$ cat src/rtl/rv32i_insn_encoder_pkg.sv
// Shared RV32I encoder definitions: request kinds, opcode/funct constants and
// the small field helpers used by both the field packer and the LI expansion.
package rv32i_insn_encoder_pkg;

    typedef enum logic [4:0] {
        K_ADD, K_SUB, K_AND, K_OR, K_XOR, K_SLL, K_SRL, K_SRA, K_SLT, K_SLTU,
        K_ADDI, K_ANDI, K_ORI, K_XORI, K_SLTI, K_SLTIU, K_SLLI, K_SRLI, K_SRAI,
        K_LW, K_SW, K_BEQ, K_BNE, K_BLT, K_BGE, K_BLTU, K_BGEU,
        K_JAL, K_JALR, K_LUI, K_LI, K_RSVD
    } kind_e;

    typedef enum logic [3:0] {
        FMT_R, FMT_I, FMT_SH, FMT_LD, FMT_S, FMT_B, FMT_J, FMT_JALR, FMT_U, FMT_LI, FMT_BAD
    } fmt_e;

    localparam logic [6:0] OP_REG    = 7'b0110011;
    localparam logic [6:0] OP_IMM    = 7'b0010011;
    localparam logic [6:0] OP_LOAD   = 7'b0000011;
    localparam logic [6:0] OP_STORE  = 7'b0100011;
    localparam logic [6:0] OP_BRANCH = 7'b1100011;
    localparam logic [6:0] OP_JAL    = 7'b1101111;
    localparam logic [6:0] OP_JALR   = 7'b1100111;
    localparam logic [6:0] OP_LUI    = 7'b0110111;

    localparam logic [2:0] F3_ADD  = 3'b000;
    localparam logic [2:0] F3_SLL  = 3'b001;
    localparam logic [2:0] F3_SLT  = 3'b010;
    localparam logic [2:0] F3_SLTU = 3'b011;
    localparam logic [2:0] F3_XOR  = 3'b100;
    localparam logic [2:0] F3_SR   = 3'b101;
    localparam logic [2:0] F3_OR   = 3'b110;
    localparam logic [2:0] F3_AND  = 3'b111;
    localparam logic [2:0] F3_W    = 3'b010;
    localparam logic [2:0] F3_BEQ  = 3'b000;
    localparam logic [2:0] F3_BNE  = 3'b001;
    localparam logic [2:0] F3_BLT  = 3'b100;
    localparam logic [2:0] F3_BGE  = 3'b101;
    localparam logic [2:0] F3_BLTU = 3'b110;
    localparam logic [2:0] F3_BGEU = 3'b111;
    localparam logic [2:0] F3_JALR = 3'b000;

    localparam logic [6:0] F7_BASE = 7'b0000000;
    localparam logic [6:0] F7_ALT  = 7'b0100000;

    // True when v, read as signed, fits an n-bit two's-complement field.
    function automatic logic fits_signed(input logic [31:0] v, input int unsigned n);
        logic [31:0] t;
        t = $unsigned($signed(v) >>> (n - 1));
        return (t == 32'h0) || (t == 32'hFFFF_FFFF);
    endfunction

    function automatic logic [31:0] enc_i(input logic [11:0] imm, input logic [4:0] rs1,
                                          input logic [2:0] f3, input logic [4:0] rd,
                                          input logic [6:0] op);
        return {imm, rs1, f3, rd, op};
    endfunction

    function automatic logic [31:0] enc_u(input logic [19:0] imm, input logic [4:0] rd,
                                          input logic [6:0] op);
        return {imm, rd, op};
    endfunction

endpackage

$ cat src/rtl/rv32i_insn_encoder_if.sv
// Request/response bus of the instruction encoder; the master drives requests
// and consumes words, the slave is the encoder itself.
interface rv32i_insn_encoder_if #(parameter int ADDR_W = 32);
    logic              addr_load;
    logic              req_valid;
    logic              req_ready;
    logic [4:0]        req_kind;
    logic [4:0]        req_rd;
    logic [4:0]        req_rs1;
    logic [4:0]        req_rs2;
    logic [31:0]       req_imm;
    logic              out_valid;
    logic              out_ready;
    logic [31:0]       out_insn;
    logic [ADDR_W-1:0] out_addr;
    logic              err;

    modport master (
        output addr_load, req_valid, req_kind, req_rd, req_rs1, req_rs2, req_imm, out_ready,
        input  req_ready, out_valid, out_insn, out_addr, err
    );

    modport slave (
        input  addr_load, req_valid, req_kind, req_rd, req_rs1, req_rs2, req_imm, out_ready,
        output req_ready, out_valid, out_insn, out_addr, err
    );
endinterface

$ cat src/rtl/rv32i_field_pack.sv
// Combinational RV32I field packer: maps a request kind and its fields to one
// instruction word and flags reserved kinds or immediates that do not fit.
module rv32i_field_pack
    import rv32i_insn_encoder_pkg::*;
(
    input  logic [4:0]  kind,
    input  logic [4:0]  rd,
    input  logic [4:0]  rs1,
    input  logic [4:0]  rs2,
    input  logic [31:0] imm,
    output logic [31:0] insn,
    output logic        range_err
);
    fmt_e       fmt;
    logic [2:0] f3;
    logic [6:0] f7;

    always_comb begin
        fmt = FMT_BAD;
        f3  = F3_ADD;
        f7  = F7_BASE;
        case (kind_e'(kind))
            K_ADD:   begin fmt = FMT_R;    f3 = F3_ADD;  end
            K_SUB:   begin fmt = FMT_R;    f3 = F3_ADD;  f7 = F7_ALT; end
            K_AND:   begin fmt = FMT_R;    f3 = F3_AND;  end
            K_OR:    begin fmt = FMT_R;    f3 = F3_OR;   end
            K_XOR:   begin fmt = FMT_R;    f3 = F3_XOR;  end
            K_SLL:   begin fmt = FMT_R;    f3 = F3_SLL;  end
            K_SRL:   begin fmt = FMT_R;    f3 = F3_SR;   end
            K_SRA:   begin fmt = FMT_R;    f3 = F3_SR;   f7 = F7_ALT; end
            K_SLT:   begin fmt = FMT_R;    f3 = F3_SLT;  end
            K_SLTU:  begin fmt = FMT_R;    f3 = F3_SLTU; end
            K_ADDI:  begin fmt = FMT_I;    f3 = F3_ADD;  end
            K_ANDI:  begin fmt = FMT_I;    f3 = F3_AND;  end
            K_ORI:   begin fmt = FMT_I;    f3 = F3_OR;   end
            K_XORI:  begin fmt = FMT_I;    f3 = F3_XOR;  end
            K_SLTI:  begin fmt = FMT_I;    f3 = F3_SLT;  end
            K_SLTIU: begin fmt = FMT_I;    f3 = F3_SLTU; end
            K_SLLI:  begin fmt = FMT_SH;   f3 = F3_SLL;  end
            K_SRLI:  begin fmt = FMT_SH;   f3 = F3_SR;   end
            K_SRAI:  begin fmt = FMT_SH;   f3 = F3_SR;   f7 = F7_ALT; end
            K_LW:    begin fmt = FMT_LD;   f3 = F3_W;    end
            K_SW:    begin fmt = FMT_S;    f3 = F3_W;    end
            K_BEQ:   begin fmt = FMT_B;    f3 = F3_BEQ;  end
            K_BNE:   begin fmt = FMT_B;    f3 = F3_BNE;  end
            K_BLT:   begin fmt = FMT_B;    f3 = F3_BLT;  end
            K_BGE:   begin fmt = FMT_B;    f3 = F3_BGE;  end
            K_BLTU:  begin fmt = FMT_B;    f3 = F3_BLTU; end
            K_BGEU:  begin fmt = FMT_B;    f3 = F3_BGEU; end
            K_JAL:   fmt = FMT_J;
            K_JALR:  begin fmt = FMT_JALR; f3 = F3_JALR; end
            K_LUI:   fmt = FMT_U;
            K_LI:    fmt = FMT_LI;
            default: fmt = FMT_BAD;
        endcase
    end

    // LI is expanded by the top level, so it packs to nothing here.
    always_comb begin
        insn      = 32'h0;
        range_err = 1'b0;
        case (fmt)
            FMT_R:    insn = {f7, rs2, rs1, f3, rd, OP_REG};
            FMT_I:    begin
                insn      = enc_i(imm[11:0], rs1, f3, rd, OP_IMM);
                range_err = !fits_signed(imm, 12);
            end
            FMT_SH:   begin
                insn      = enc_i({f7, imm[4:0]}, rs1, f3, rd, OP_IMM);
                range_err = (imm[31:5] != 27'h0);
            end
            FMT_LD:   begin
                insn      = enc_i(imm[11:0], rs1, f3, rd, OP_LOAD);
                range_err = !fits_signed(imm, 12);
            end
            FMT_S:    begin
                insn      = {imm[11:5], rs2, rs1, f3, imm[4:0], OP_STORE};
                range_err = !fits_signed(imm, 12);
            end
            FMT_B:    begin
                insn      = {imm[12], imm[10:5], rs2, rs1, f3, imm[4:1], imm[11], OP_BRANCH};
                range_err = !fits_signed(imm, 13) || imm[0];
            end
            FMT_J:    begin
                insn      = {imm[20], imm[10:1], imm[11], imm[19:12], rd, OP_JAL};
                range_err = !fits_signed(imm, 21) || imm[0];
            end
            FMT_JALR: begin
                insn      = enc_i(imm[11:0], rs1, f3, rd, OP_JALR);
                range_err = !fits_signed(imm, 12);
            end
            FMT_U:    begin
                insn      = enc_u(imm[19:0], rd, OP_LUI);
                range_err = (imm[31:20] != 12'h0);
            end
            FMT_LI:   range_err = 1'b0;
            default:  range_err = 1'b1;
        endcase
    end
endmodule

$ cat src/rtl/rv32i_insn_encoder.sv
// RV32I instruction encoder: valid/ready request in, addressed word out, with
// LI expanded into LUI+ADDI by a two-state sequencer.
module rv32i_insn_encoder
    import rv32i_insn_encoder_pkg::*;
#(
    parameter int                ADDR_W    = 32,
    parameter logic [ADDR_W-1:0] BASE_ADDR = '0
) (
    input  logic                 clk,
    input  logic                 rst,
    rv32i_insn_encoder_if.slave  bus
);
    typedef enum logic {S_IDLE, S_LI_LO} state_e;

    state_e            state_q, state_d;
    logic              out_valid_q, out_valid_d;
    logic [31:0]       out_insn_q, out_insn_d;
    logic [ADDR_W-1:0] out_addr_q, out_addr_d;
    logic [ADDR_W-1:0] cnt_q, cnt_d;
    logic              err_q, err_d;
    logic [4:0]        pend_rd_q, pend_rd_d;
    logic [11:0]       pend_lo_q, pend_lo_d;

    logic [31:0] pack_insn;
    logic        pack_err;
    logic        out_free, fire_in, fire_out;
    logic        li_small;
    logic [19:0] li_hi;
    logic [11:0] li_lo;
    logic        load_en;
    logic [31:0] load_word;

    rv32i_field_pack u_pack (
        .kind      (bus.req_kind),
        .rd        (bus.req_rd),
        .rs1       (bus.req_rs1),
        .rs2       (bus.req_rs2),
        .imm       (bus.req_imm),
        .insn      (pack_insn),
        .range_err (pack_err)
    );

    assign out_free = !out_valid_q || bus.out_ready;
    assign fire_in  = bus.req_valid && bus.req_ready;
    assign fire_out = out_valid_q && bus.out_ready;

    // Adding 0x800 before taking the upper bits only carries from imm[11].
    assign li_small = fits_signed(bus.req_imm, 12);
    assign li_hi    = bus.req_imm[31:12] + {19'h0, bus.req_imm[11]};
    assign li_lo    = bus.req_imm[11:0];

    always_comb begin
        state_d     = state_q;
        out_valid_d = out_valid_q && !bus.out_ready;
        out_insn_d  = out_insn_q;
        out_addr_d  = out_addr_q;
        err_d       = 1'b0;
        pend_rd_d   = pend_rd_q;
        pend_lo_d   = pend_lo_q;
        load_en     = 1'b0;
        load_word   = 32'h0;

        if (bus.addr_load)
            cnt_d = BASE_ADDR;
        else if (fire_out)
            cnt_d = cnt_q + ADDR_W'(4);
        else
            cnt_d = cnt_q;

        case (state_q)
            S_IDLE: begin
                if (fire_in) begin
                    if (bus.req_kind == K_LI) begin
                        load_en = 1'b1;
                        if (li_small) begin
                            load_word = enc_i(li_lo, 5'd0, F3_ADD, bus.req_rd, OP_IMM);
                        end else begin
                            load_word = enc_u(li_hi, bus.req_rd, OP_LUI);
                            if (li_lo != 12'h0) begin
                                state_d   = S_LI_LO;
                                pend_rd_d = bus.req_rd;
                                pend_lo_d = li_lo;
                            end
                        end
                    end else if (pack_err) begin
                        err_d = 1'b1;
                    end else begin
                        load_en   = 1'b1;
                        load_word = pack_insn;
                    end
                end
            end
            S_LI_LO: begin
                if (out_free) begin
                    load_en   = 1'b1;
                    load_word = enc_i(pend_lo_q, pend_rd_q, F3_ADD, pend_rd_q, OP_IMM);
                    state_d   = S_IDLE;
                end
            end
            default: state_d = S_IDLE;
        endcase

        if (load_en) begin
            out_valid_d = 1'b1;
            out_insn_d  = load_word;
            out_addr_d  = cnt_d;
        end
    end

    always_ff @(posedge clk) begin
        if (rst) begin
            state_q     <= S_IDLE;
            out_valid_q <= 1'b0;
            out_insn_q  <= 32'h0;
            out_addr_q  <= BASE_ADDR;
            cnt_q       <= BASE_ADDR;
            err_q       <= 1'b0;
            pend_rd_q   <= 5'd0;
            pend_lo_q   <= 12'h0;
        end else begin
            state_q     <= state_d;
            out_valid_q <= out_valid_d;
            out_insn_q  <= out_insn_d;
            out_addr_q  <= out_addr_d;
            cnt_q       <= cnt_d;
            err_q       <= err_d;
            pend_rd_q   <= pend_rd_d;
            pend_lo_q   <= pend_lo_d;
        end
    end

    assign bus.req_ready = (state_q == S_IDLE) && out_free;
    assign bus.out_valid = out_valid_q;
    assign bus.out_insn  = out_insn_q;
    assign bus.out_addr  = out_addr_q;
    assign bus.err       = err_q;
endmodule
$ cat src/flat_wrapper.sv
// flat-port wrapper written by rule: the top's interface ports become plain ports
module rv32i_insn_encoder_flat import rv32i_insn_encoder_pkg::*;
#(
    parameter int                ADDR_W    = 32,
    parameter logic [ADDR_W-1:0] BASE_ADDR = '0
)
  (clk, rst, bus_addr_load, bus_req_valid, bus_req_kind, bus_req_rd, bus_req_rs1, bus_req_rs2, bus_req_imm, bus_out_ready, bus_req_ready, bus_out_valid, bus_out_insn, bus_out_addr, bus_err);
  rv32i_insn_encoder_if #(.ADDR_W(ADDR_W)) bus_i ();
  input  logic clk;
  input  logic rst;
  input wire logic [$bits(bus_i.addr_load)-1:0] bus_addr_load;
  input wire logic [$bits(bus_i.req_valid)-1:0] bus_req_valid;
  input wire logic [$bits(bus_i.req_kind)-1:0] bus_req_kind;
  input wire logic [$bits(bus_i.req_rd)-1:0] bus_req_rd;
  input wire logic [$bits(bus_i.req_rs1)-1:0] bus_req_rs1;
  input wire logic [$bits(bus_i.req_rs2)-1:0] bus_req_rs2;
  input wire logic [$bits(bus_i.req_imm)-1:0] bus_req_imm;
  input wire logic [$bits(bus_i.out_ready)-1:0] bus_out_ready;
  output wire logic [$bits(bus_i.req_ready)-1:0] bus_req_ready;
  output wire logic [$bits(bus_i.out_valid)-1:0] bus_out_valid;
  output wire logic [$bits(bus_i.out_insn)-1:0] bus_out_insn;
  output wire logic [$bits(bus_i.out_addr)-1:0] bus_out_addr;
  output wire logic [$bits(bus_i.err)-1:0] bus_err;
  assign bus_i.addr_load = bus_addr_load;
  assign bus_i.req_valid = bus_req_valid;
  assign bus_i.req_kind = bus_req_kind;
  assign bus_i.req_rd = bus_req_rd;
  assign bus_i.req_rs1 = bus_req_rs1;
  assign bus_i.req_rs2 = bus_req_rs2;
  assign bus_i.req_imm = bus_req_imm;
  assign bus_i.out_ready = bus_out_ready;
  assign bus_req_ready = bus_i.req_ready;
  assign bus_out_valid = bus_i.out_valid;
  assign bus_out_insn = bus_i.out_insn;
  assign bus_out_addr = bus_i.out_addr;
  assign bus_err = bus_i.err;
  rv32i_insn_encoder #(.ADDR_W(ADDR_W), .BASE_ADDR(BASE_ADDR)) u_core (.clk(clk), .rst(rst), .bus(bus_i));
endmodule
$ cat config.mk
export PLATFORM = sky130hd
export DESIGN_NAME = rv32i_insn_encoder_flat
export DESIGN_NICKNAME = d
export VERILOG_FILES = /design/src/rtl/rv32i_insn_encoder_pkg.sv /design/src/rtl/rv32i_insn_encoder_if.sv /design/src/rtl/rv32i_field_pack.sv /design/src/rtl/rv32i_insn_encoder.sv /design/src/flat_wrapper.sv
export SDC_FILE = /design/constraint.sdc
export NUM_CORES = 1
export LEC_CHECK = 0
export BUFFER_PORTS_ARGS = -buffer_cell sky130_fd_sc_hd__clkbuf_2
export CAP_MARGIN = 40
export CORE_MARGIN = 2
export CORE_UTILIZATION = 30
export DETAILED_ROUTE_END_ITERATION = 16
export SLEW_MARGIN = 20
export SYNTH_ARGS = -nofsm -noshare
export SYNTH_HDL_FRONTEND = slang
export SYNTH_HIERARCHICAL = 1
export SYNTH_SLANG_ARGS = --single-unit
$ cat constraint.sdc
create_clock -name clk -period 3 [get_ports clk]
set_input_delay 0.3 -clock clk [delete_from_list [all_inputs] [get_ports clk]]
set_output_delay 0.3 -clock clk [all_outputs]
set_load 0.005 [all_outputs]
## Word level (Yosys, flattened, before mapping)

Index checks and enable logic that the tools add are counted.
Widths: inputs -> output; s select.

- Bits in writable memories: 0
- Bits of input ports: 57
- ROM bits: 0
- Word-level logic and storage cells: 120
- Memories: 0
- Register bits: 116
- Output and inout port bits: 67
- Latch bits: 0

- Shift operators: 0
- Mux-type cells: 26
- $mul: 0
- Div/mod/pow operators: 0
- $lt $le $gt $ge: 0
- Add/subtract/negate cells: 2
- Reductions and logical operators: 39
- Equality and inequality tests: 42
- Bitwise logic cells: 3

Operators by type and width:

| cell | count |
|---|---|
| $pmux 32 s9 | 1 |
| $mux 32 | 7 |
| $eq 32x32->1 const B | 3 |
| $logic_not 32->1 | 3 |
| $eq 5x5->1 const B | 15 |
| $pmux 32 s2 | 1 |
| $eq 5x4->1 const B | 8 |
| $pmux 4 s10 | 1 |
| $add 32x3->32 const B | 1 |
| $reduce_bool 27->1 | 1 |
| $reduce_bool 12->1 | 2 |
| $pmux 3 s7 | 1 |
| $add 20x1->20 | 1 |
| $eq 5x3->1 const B | 4 |
| $reduce_or 3->1 | 6 |
| $eq 4x3->1 const B | 4 |
| $reduce_or 4->1 | 3 |
| $reduce_or 6->1 | 2 |
| $mux 1 | 11 |
| $eq 5x2->1 const B | 2 |
| $reduce_or 10->1 | 1 |
| $eq 4x2->1 const B | 2 |
| $eq 4x4->1 const B | 2 |
| $logic_or 1x1->1 | 6 |
| 13 further kinds | 24 |

## Longest topological paths before layout

Gate-level depths: netlist (run 1).

- Depth after elaboration: 11
- Mapped depth: 13
- Depth with buffers taken out: 10

## By module

Netlist (run 1), hierarchy kept.

By module, submodules not included:

| module | seq. area each (µm²) | area each (µm²) | cells each | times used |
|---|---|---|---|---|
| rv32i_insn_encoder | 2,322.2 | 5,372.7 | 618 | 1 |
| rv32i_field_pack | 0.0 | 1,031.0 | 162 | 1 |

## Worst setup path after synthesis (run 1)

Ideal clock, no wire load.

- Path kind: input-to-reg
- From: in bus_req_imm[26]
- To: reg u_core.out_insn_q[2], in the netlist u_core/bus.out_insn[2]
- Setup slack: 221 ps
- Data arrival time: 2,651 ps
- Cell stages on the path: 11
- Buffers on the path: 2
- Data required time: 2,872 ps
- Setup time: 128 ps
- Cell sequence: nor4_2 -> nand3_1 -> or3_1 -> a221o_1 -> a221o_1 -> o31ai_1 -> a21oi_1 -> buf_2 -> buf_2 -> a221oi_1 -> nor2_1

- Longest elaborated chain between the ends: 9
- Elaborated cells on any way between the ends: 26
- Those cells by class: eq/ne: 3; mux: 10; reduce/logical: 13

Ends and longest elaborated chain:

| what | line | source |
|---|---|---|
| from (decl) | flat_wrapper.sv:17 | `input wire logic [$bits(bus_i.req_imm)-1:0] bus_req_imm;` |
| $eq 32x32->1 / $logic_not 32->1 (equally long branches) | rv32i_insn_encoder_pkg.sv:49 | `return (t == 32'h0) \|\| (t == 32'hFFFF_FFFF);` |
| $logic_or 1x1->1 | rv32i_insn_encoder_pkg.sv:49 |  |
| $logic_not 1->1 (on tied branches) | rv32i_field_pack.sv:86, rv32i_field_pack.sv:82 |  |
| $logic_or 1x1->1 (on tied branches) | rv32i_field_pack.sv:86, rv32i_field_pack.sv:82 |  |
| $pmux 1 s6 * | rv32i_field_pack.sv:62 | `case (fmt)` |
| via u_core.pack_err | rv32i_insn_encoder.sv:25 | `logic pack_err;` |
| $mux 32 / $mux 1 (equally long branches) | rv32i_insn_encoder.sv:85 | `end else if (pack_err) begin` |
| $mux 32 / $mux 1 (equally long branches) | rv32i_insn_encoder.sv:73 | `if (bus.req_kind == K_LI) begin` |
| $mux 32 / $mux 1 (equally long branches) | rv32i_insn_encoder.sv:72 | `if (fire_in) begin` |
| $pmux 32 s2 / $pmux 1 s2 (equally long branches) | rv32i_insn_encoder.sv:70 | `case (state_q)` |
| to (signal assigned) | rv32i_insn_encoder.sv:123 | `out_insn_q <= out_insn_d;` |
| to (decl) | rv32i_insn_encoder.sv:17 | `logic [31:0] out_insn_q, out_insn_d;` |

Mark *: on every way through the listed nets, which the timed path passes. The rest lies on a longest branch.
A chain may end at the register's enable or synchronous reset.

## Worst setup path after layout (run 1)

- From: in bus_req_imm[19]
- To: reg u_core.out_insn_q[24], in the netlist u_core/bus.out_insn[24]

- Longest elaborated chain between the ends: 9
- Elaborated cells on any way between the ends: 21
- Those cells by class: add/sub: 1; eq/ne: 2; mux: 10; reduce/logical: 8

Ends and longest elaborated chain:

| what | line | source |
|---|---|---|
| $eq 32x32->1 / $logic_not 32->1 (equally long branches) | rv32i_insn_encoder_pkg.sv:49 |  |
| $logic_or 1x1->1 | rv32i_insn_encoder_pkg.sv:49 |  |
| $logic_not 1->1 | rv32i_field_pack.sv:82 | `range_err = !fits_signed(imm, 13) \|\| imm[0];` |
| $logic_or 1x1->1 | rv32i_field_pack.sv:82 |  |
| $pmux 1 s6 * | rv32i_field_pack.sv:62 |  |
| via u_core.pack_err | rv32i_insn_encoder.sv:25 |  |
| $mux 32 / $mux 1 (equally long branches) | rv32i_insn_encoder.sv:85 |  |
| $mux 32 / $mux 1 (equally long branches) | rv32i_insn_encoder.sv:73 |  |
| $mux 32 / $mux 1 (equally long branches) | rv32i_insn_encoder.sv:72 |  |
| $pmux 32 s2 / $pmux 1 s2 (equally long branches) | rv32i_insn_encoder.sv:70 |  |

Marked as above.

==> impl_metrics.py, run 1 <==
metrics = {
    "status": {
        "status": "finished clean",
    },
    "worst_setup_path": {
        "cp.required_ns": 3.28,
        "cp-startpoint": "bus_req_imm[19]",
        "path_max_fanout": 7,
        "reg2reg_slack_ns": 0.85,
        "cp-end-kind": "register",
        "reg2regPathDepth": 6,
        "r2r-start": "u_core/bus.out_valid$_SDFF_PP0_",
        "worstPathArrival_ns": 2.90,
        "crit_type": "in -> reg",
        "startpoint_type": "input port",
    },
    "grt": {
        "grt_pass1_wl_microns": 34000,
        "grt_pass1_vias": 6196,
        "overflow": 0,
        "grt_usage_pct": 19.4,
        "antenna_found_initial": 1,
        "grt_max_degree": 49,
    },
    "die": {
        "coreArea_sq_um": 21000,
        "rows": 53,
        "die_area_sq_um": 22500,
        "fp.dieW_microns": 150,
        "die_h_microns": 150,
        "initial_core_util_pct": 30.6,
        "boundaryPins": 124,
    },
    "timing": {
        "tightestPinTransition_ns": 0.749,
        "fin_skew_ns": 0.00840,
        "relSlewSlack_pct": 49.9,
        "fin_crit_sh_pct": 87.4,
        "tns_ns": 0,
        "fin_crit_ns": 2.62,
        "slew_violations": 0,
        "setup_ws_ns": 0.377,
        "setup_viol": 0,
        "max_freq_mhz": 381,
        "rsz0062_at_grt": "false",
        "hold_viol": 0,
        "holdWs_ns": 0.152,
    },
    "job": {
        "drv_cap": 0,
    },
    "routing": {
        "drc": 0,
        "num_vias": 6652,
        "drt-total-wl_microns": 21800,
        "firstDrtPassIters": 6,
        "avgRoutedWirePerCell_microns": 17.7,
        "ant_nets": 0,
        "drtIter0Drc": 599,
        "avgViaCountPerCell": 5.40,
    },
    "clock_network": {
        "cts_root_buf": "clkbuf_16",
        "cts.path.max_buffers": 2,
        "cts_hold_buf": 0,
        "htree_num_levels": 4,
        "cts_buffers": 17,
        "path_clk_slew_ns": 0.06,
        "postCtsResizedCells": 0,
        "cts_sinks": 116,
        "cts_tree": "done",
        "cts_setup_buffers": 0,
        "clock_latency_ns": 0.41,
    },
    "place": {
        "port_buffers": 123,
        "dp.cells": 1200,
        "placed_cell_area_sq_um": 7690,
        "dp_slack_ns": -0.0203,
        "place_congestion": 0.916,
        "place_hpwl_microns": 16400,
    },
    "final_layout": {
        "area_delta_synth_final_pct": 30.4,
        "instances_no_fill": 1232,
        "antenna_cells": 0,
        "finalInstanceArea_sq_um": 8350,
        "drive_gt1_share_pct": 26.8,
        "final_core_util_pct": 39.9,
        "num-nets-final": 1005,
    },
    "synth": {
        "syn_nets": 841,
        "synth_flop_cell": "dfxtp_1",
        "synth_seq_cells": 116,
        "synth_warnings": 6,
        "syn_area_sq_um": 6400,
        "synth_edf_count": 0,
        "syn_area_per_cell_sq_um": 8.21,
        "synth-seq-area-share_pct": 36.3,
        "syn_inst": 780,
        "synthArstFlopShare_pct": 0,
        "synth_cell_types": 70,
    },
    "min_path": {
        "worstHoldStart": "bus_req_valid",
        "hp-class": "in -> reg",
        "whs_path_depth": 3,
    },
    "pwr": {
        "power_mw": 4.45,
        "peakVddDrop_mv": 0.335,
        "p_leak_nw": 3.44,
        "powerDensity_nw_per_um2": 533,
    },
}
==> critical path, stage by stage <==
cell and delay, ns:
clkbuf_2 0.09, nor4_1 0.32, nand2_1 0.12, or3_1 0.34
a221o_1 0.30, a221o_1 0.30, o31ai_1 0.21, a21o_1 0.26
nor2_1 0.13, a222oi_1 0.37, o21ai_0 0.14
==> layout by cell type (no fill, tap or decap), drive strengths merged, types with 3 or more instances in the layout <==
cell type,netlist,layout
clkbuf,26,140
dfxtp,116,116
nor2,94,94
buf,22,71
nand2,66,66
a21oi,51,51
o21ai,34,34
nor3,27,27
inv,24,27
xor2,25,25
a222oi,25,25
xnor2,23,23
nand4,22,22
nand3,21,21
nor4,20,20
mux2i,18,18
o22ai,15,15
nand3b,15,15
nand2b,14,14
a22o,11,11
or3,10,10
a22oi,10,10
and3,9,9
and4,8,8
o31ai,7,7
and2,7,7
nor2b,6,6
or2,6,6
bufinv,0,5
a221o,5,5
o221ai,5,5
a21boi,5,5
a31oi,4,4
ha,4,4
clkinvlp,0,3
a211oi,3,3
a221oi,3,3
clkinv,0,3
==> routing by layer <==
metal  routed length [microns]  up-vias  global-route usage (%)
li1                          -     3225                       -
met1                      9510     3156                    25.3
met2                     10200      246                    31.5
met3                      1590       25                    4.85
met4                       401        0                    5.94
met5                         0        -                       0
==> state kept, by name (all words and copies together), names as in the netlist <==
name	flops
u_core/bus.err	1
u_core/pend_rd_q	5
u_core/bus.out_insn	32
u_core/bus.out_addr	32
u_core/cnt_q	32
u_core/pend_lo_q	12
u_core/state_q	1
u_core/bus.out_valid	1
==> synth_stat cells (15+ instances only) <==
library cell / number / area [sq um]
nor3_1: 24 / 120
o22ai_1: 15 / 93.8
a222oi_1: 25 / 250
xnor2_1: 23 / 201
clkbuf_1: 26 / 97.6
dfxtp_1: 116 / 2320
nand3b_1: 15 / 113
mux2i_1: 18 / 180
a21oi_1: 51 / 255
o21ai_0: 33 / 165
nand2_1: 65 / 244
nor2_1: 92 / 345
nand3_1: 20 / 100
xor2_1: 25 / 219
inv_1: 23 / 86.3
nand4_1: 20 / 125
==> worst paths after layout <==
kind	end
setup / recovery	u_core/bus.out_insn[24]$_SDFFE_PP0P_
hold / removal	u_core/bus.out_valid$_SDFF_PP0_
setup reg to reg	u_core/bus.out_addr[28]$_SDFFE_PP0P_
hold reg to reg	u_core/bus.out_insn[14]$_SDFFE_PP0P_
==> final cells by class <==
class,instances,area [sq um]
clock buffer,18,439
clock inverter,14,221
fill,2222,12600
inverter,24,90.1
multi-input combinational,592,3780
sequential,116,2320
tap,275,344
timing repair buffer,193,1150
==> power breakdown <==
part	switching, mW	total (mW)	internal [mW]
Sequential	0.0229	1.60	1.57
Clock	0.770	2.27	1.50
Combinational	0.344	0.578	0.234
==> kinds of logic after synthesis <==
family / Yosys count / share of synthesized area (%)
multiplexers: 18 / 2.81
AND/OR/NAND/NOR: 330 / 28.1
buffers and inverters: 72 / 4.87
flip-flops: 116 / 36.3
XOR/XNOR: 48 / 6.57
AO/OA/AOI/OAI: 192 / 20.7
adder cells (fa/ha/maj): 4 / 0.782
Note: power is estimated with default switching activity, not from simulation.
==> inputs of run 2 (changes only) <==
- CORE_UTILIZATION: 30 -> 50
- PLACE_DENSITY: not set -> 0.73
==> run 2 against run 1 <==
Net effect: total power decreased by 8.9%; largest cell class unchanged; global-route usage increased by 10 points; largest power group unchanged; wire length decreased by 8.9%; combinational power decreased by 3.6%; cell count decreased by 9.4%; setup slack got worse by 0.10 ns; utilization increased by 24 points; maximum frequency decreased by 3.8%; flip-flop and latch count unchanged; non-clock buffer count decreased by 12; clock skew increased by 0.00098 ns; first-iteration DRC count increased by 55%.
==> impl_metrics.py, run 2 (synthesized netlist as in run 1, its figures left out) <==
metrics = {
    "status": {
        "status": "finished clean",
    },
    "place": {
        "place_hpwl_microns": 14400,
        "port_buffers": 123,
        "placed_cell_area_sq_um": 7460,
        "dp_slack_ns": -0.0142,
        "place_congestion": 0.992,
    },
    "final_layout": {
        "num-nets-final": 993,
        "drive_gt1_share_pct": 25.3,
        "final_core_util_pct": 63.8,
        "antenna_cells": 0,
        "finalInstanceArea_sq_um": 8020,
        "final_common_cell": "clkbuf_2",
        "layout_common_cells": "clkbuf_2 (123), dfxtp_1 (116), nor2_1 (92)",
        "area_delta_synth_final_pct": 25.2,
        "fill_cells": 1132,
    },
    "routing": {
        "drt-total-wl_microns": 19800,
        "drc": 0,
        "avgViaCountPerCell": 6.02,
        "firstDrtPassIters": 8,
        "ant_nets": 0,
        "num_vias": 6713,
        "avgRoutedWirePerCell_microns": 17.8,
        "drtIter0Drc": 926,
    },
    "clock_network": {
        "clock_latency_ns": 0.41,
        "cts_buffers": 17,
        "htree_num_levels": 4,
        "cts_sinks": 116,
        "cts_root_buf": "clkbuf_16",
        "postCtsResizedCells": 0,
        "path_clk_slew_ns": 0.05,
        "cts_setup_buffers": 0,
        "cts.path.max_buffers": 2,
        "cts_tree": "done",
        "cts_hold_buf": 0,
    },
    "die": {
        "fp.dieW_microns": 117,
        "boundaryPins": 124,
        "die_h_microns": 117,
        "die_area_sq_um": 13700,
        "initial_core_util_pct": 51.0,
        "rows": 41,
        "coreArea_sq_um": 12600,
    },
    "pwr": {
        "clkPwrFrac_pct": 46.9,
        "pwr-share-comb_pct": 13.7,
        "switchingPower_mw": 1.05,
        "powerDensity_nw_per_um2": 506,
        "internal_power_mw": 3.01,
        "power_frac_seq_pct": 39.4,
        "p_sw_share_pct": 25.9,
        "p_leak_nw": 3.33,
        "power_mw": 4.06,
        "peakVddDrop_mv": 0.409,
    },
    "grt": {
        "antenna_found_initial": 0,
        "grt_usage_pct": 29.8,
        "grt_max_degree": 56,
        "grt_pass1_wl_microns": 32000,
        "grt_pass1_vias": 6319,
        "overflow": 0,
    },
    "min_path": {
        "whs_path_depth": 3,
        "worstHoldStart": "bus_req_valid",
        "min_to": "u_core/bus.out_valid$_SDFF_PP0_",
        "hp-class": "in -> reg",
    },
    "timing": {
        "slew_violations": 0,
        "rsz0062_at_grt": "false",
        "tightestPinTransition_ns": 0.723,
        "setup_viol": 0,
        "fin_crit_sh_pct": 90.9,
        "hold_viol": 0,
        "fin_crit_ns": 2.73,
        "relSlewSlack_pct": 51.4,
        "fin_skew_ns": 0.00938,
        "setup_ws_ns": 0.273,
        "max_freq_mhz": 367,
    },
    "worst_setup_path": {
        "startpoint_type": "input port",
        "reg2reg_slack_ns": 0.92,
        "path_max_fanout": 7,
        "crit_path_top_delay_cell": "a222oi_1",
        "slowest_delay_ns": 0.43,
        "worstPathArrival_ns": 3.01,
        "cp-end-kind": "register",
        "crit_type": "in -> reg",
        "cp.required_ns": 3.28,
        "timing.rr.end": "u_core/bus.out_addr[28]$_SDFFE_PP0P_",
        "r2r-start": "u_core/bus.out_valid$_SDFF_PP0_",
        "reg2regPathDepth": 6,
        "path_cells": "clkbuf_2 > nor4_4 > nand3_1 > or3_1 > a221o_1 > a221o_1 > o31ai_1 > clkbuf_2 > a21o_1 > nor2_1 > a222oi_1 > o21ai_0",
    },
    "job": {
        "drv_cap": 0,
    },
}
==> run 2: worst max-delay path: cells and delay by family <==
family | cells | cell delay [ns]
AO/OA/AOI/OAI | 6 | 1.44
AND/OR/NAND/NOR | 4 | 0.89
buffers and inverters | 2 | 0.39
==> run 2: per-stage QoR <==
step | setup TNS, ns | hold WS [ns] | std cells
6_report | 0 | 0.148 | 1116
5_1_grt | 0 | 0.166 | 1116
4_1_cts | 0 | 0.138 | 1115
3_5_place_dp | -0.0142 | 0.448 | 1084
3_3_place_gp | 0 | 0.440 | 1084
2_1_floorplan | 0 | 0.434 | 780
==> run 2: layer usage <==
layer / GRT usage (%) / share of wire [%] / up-vias
met2: 49.0 / 47 / 344
li1: - / - / 3188
met5: 0 / 0 / -
met3: 7.05 / 8.4 / 56
met4: 12.5 / 3.3 / 0
met1: 37.4 / 41 / 3125
==> run 2: final cells by class <==
class	count	area, sq um	area share [%]
tap	172	215	2.68
inverter	24	90.1	1.12
sequential	116	2320	29.0
clock buffer	21	440	5.49
clock inverter	10	110	1.37
timing repair buffer	181	1060	13.2
multi-input combinational	592	3780	47.1
==> run 2: power groups by stage <==
| stage | registers [mW] | clock network, mW | logic (mW) |
|---|---|---|---|
| after floorplan | 1.63 | 0 | 0.282 |
| after global placement | 1.63 | 0 | 0.540 |
| after detailed placement | 1.63 | 0 | 0.540 |
| after CTS | 1.60 | 1.92 | 0.544 |
| after global routing | 1.60 | 2.00 | 0.604 |
| final | 1.60 | 1.90 | 0.557 |
==> run 2: worst max-delay path by stage <==
stage                                from                                    to  slack [ns]  depth (start not counted)
final                     bus_req_imm[22]  u_core/bus.out_insn[28]$_SDFFE_PP0P_        0.27                         12
after global routing      bus_req_imm[17]  u_core/bus.out_insn[28]$_SDFFE_PP0P_        0.04                         12
after detailed placement  bus_req_imm[22]  u_core/bus.out_insn[29]$_SDFFE_PP0P_       -0.01                         11
after global placement    bus_req_imm[17]  u_core/bus.out_insn[24]$_SDFFE_PP0P_        0.08                         11
after CTS                 bus_req_imm[22]  u_core/bus.out_insn[28]$_SDFFE_PP0P_        0.36                         11
after floorplan           bus_req_imm[26]   u_core/bus.out_insn[2]$_SDFFE_PP0P_        0.22                         11
==> inputs of run 3 (changes only) <==
- CORE_UTILIZATION: 50 -> 42
- PLACE_DENSITY: 0.73 -> not set
==> run 3 against run 2 <==
Net effect: flip-flop and latch count did not move; largest power group unchanged; register-to-register slack got worse by 0.05 ns; cell count rose by 0.90%; die area rose by 18%; first-iteration DRC count fell by 38%; via count fell by 0.51%; design area rose by 1.1%; utilization fell by 9.9 points; clock skew fell by 0.0020 ns; setup slack improved by 0.090 ns.
==> impl_metrics.py, run 3 (synthesized netlist as in run 1, its figures left out) <==
metrics = {
    "timing": {
        "max_freq_mhz": 379,
        "setup_viol": 0,
        "tightestPinTransition_ns": 0.672,
        "fin_crit_sh_pct": 87.9,
        "hold_viol": 0,
        "holdWs_ns": 0.161,
        "fin_skew_ns": 0.00742,
        "relSlewSlack_pct": 54.8,
        "fin_crit_ns": 2.64,
        "rsz0062_at_grt": "false",
        "tns_ns": 0,
        "slew_violations": 0,
    },
    "clock_network": {
        "cts_tree": "done",
        "cts.path.max_buffers": 2,
        "postCtsResizedCells": 0,
        "path_clk_slew_ns": 0.06,
        "cts_buffers": 17,
        "cts_setup_buffers": 0,
        "cts_sinks": 116,
        "htree_num_levels": 4,
        "cts_root_buf": "clkbuf_16",
        "clock_latency_ns": 0.41,
        "cts_hold_buf": 0,
    },
    "die": {
        "die_h_microns": 127,
        "coreArea_sq_um": 15000,
        "boundaryPins": 124,
        "fp.dieW_microns": 127,
        "rows": 45,
        "die_area_sq_um": 16200,
        "initial_core_util_pct": 42.6,
    },
    "routing": {
        "firstDrtPassIters": 7,
        "ant_nets": 0,
        "avgRoutedWirePerCell_microns": 19.2,
        "drt-total-wl_microns": 21700,
        "avgViaCountPerCell": 5.93,
        "drc": 0,
        "drtIter0Drc": 570,
        "num_vias": 6679,
    },
    "final_layout": {
        "num-nets-final": 986,
        "register_area_sq_um": 2320,
        "fill_cells": 1424,
        "area_delta_synth_final_pct": 26.6,
        "drive_gt1_share_pct": 25.2,
        "antenna_cells": 0,
        "layout_common_cells": "clkbuf_2 (122), dfxtp_1 (116), nor2_1 (92)",
        "multi_input_area_sq_um": 3780,
        "final_common_cell": "clkbuf_2",
    },
    "grt": {
        "grt_pass1_vias": 6524,
        "grt_usage_pct": 26.9,
        "met1_usage_pct": 33.2,
        "met2_usage_pct": 45.5,
        "grt_busiest_layer": "met2",
        "antenna_found_initial": 0,
        "use_met3_pct": 4.98,
        "grt_max_degree": 46,
        "grt_pass1_wl_microns": 34200,
        "overflow": 0,
    },
    "place": {
        "place_hpwl_microns": 16200,
        "port_buffers": 123,
        "place_congestion": 0.936,
    },
    "min_path": {
        "hp-class": "in -> reg",
        "whs_path_depth": 3,
    },
    "worst_setup_path": {
        "startpoint_type": "input port",
        "cp-end-kind": "register",
        "reg2regPathDepth": 6,
        "cp.required_ns": 3.28,
        "crit_type": "in -> reg",
        "worstPathArrival_ns": 2.92,
        "path_max_fanout": 7,
    },
    "pwr": {
        "powerDensity_nw_per_um2": 540,
        "p_leak_nw": 3.35,
        "peakVddDrop_mv": 0.469,
    },
    "job": {
        "drv_cap": 0,
    },
    "status": {
        "status": "finished clean",
    },
}
## run 3: cell types whose count changed in the layout (fill, tap and decap cells not counted), sizes merged
cell / change
inv: +2
clkinvlp: -1
clkinv: -3
bufinv: +2
buf: -6
## run 3: final cells by class
type | count | share of cell area (%)
Clock buffer | 22 | 5.97
Clock inverter | 10 | 2.08
Inverter | 24 | 1.11
Multi-Input combinational cell | 592 | 46.7
Sequential cell | 116 | 28.7
Tap cell | 188 | 2.90
Timing Repair Buffer | 174 | 12.6
## run 3: worst max-delay path: stages
cell      delay (ns)
clkbuf_2        0.12
buf_4           0.14
nand4_1         0.10
or3_1           0.38
nor3_1          0.25
o31ai_1         0.11
a221o_1         0.40
o31ai_1         0.20
a21o_1          0.25
nor2_1          0.13
a222oi_1        0.38
o21ai_0         0.14
## run 3: routing by layer
| layer | wire, microns | vias up |
|---|---|---|
| li1 | - | 3177 |
| met1 | 9080 | 3163 |
| met2 | 10500 | 293 |
| met3 | 1320 | 46 |
| met4 | 754 | 0 |
| met5 | 0 | - |
## run 3: path summary, 6_finish.rpt
check / startpoint / endpoint / slack [ns]
setup / recovery: bus_req_imm[22] / u_core/bus.out_insn[27]$_SDFFE_PP0P_ / 0.36
hold / removal: bus_req_valid / u_core/bus.out_valid$_SDFF_PP0_ / 0.16
setup reg to reg: u_core/bus.out_valid$_SDFF_PP0_ / u_core/bus.out_addr[28]$_SDFFE_PP0P_ / 0.87
hold reg to reg: u_core/bus.out_addr[28]$_SDFFE_PP0P_ / u_core/bus.out_addr[28]$_SDFFE_PP0P_ / 0.45
## run 3: per-stage QoR
stage          utilization [%]  worst slack, ns  total power [mW]  cells  instance area, sq um
2_1_floorplan                -            0.221              1.91    780                  6400
3_3_place_gp              49.6            0.114              2.18   1094                  7450
3_5_place_dp              49.6          0.00897              2.19   1094                  7450
4_1_cts                   53.9            0.440              4.40   1126                  8110
5_1_grt                   53.9            0.225              4.53   1126                  8110
6_report                  53.9            0.362              4.38   1126                  8110
## run 3: report_power, final
part	total, mW	leakage [nW]	switching, mW	internal, mW
clock network	2.21	0.310	0.729	1.48
registers	1.60	0.938	0.0229	1.57
logic	0.567	2.11	0.347	0.220
total	4.38	3.35	1.10	3.28
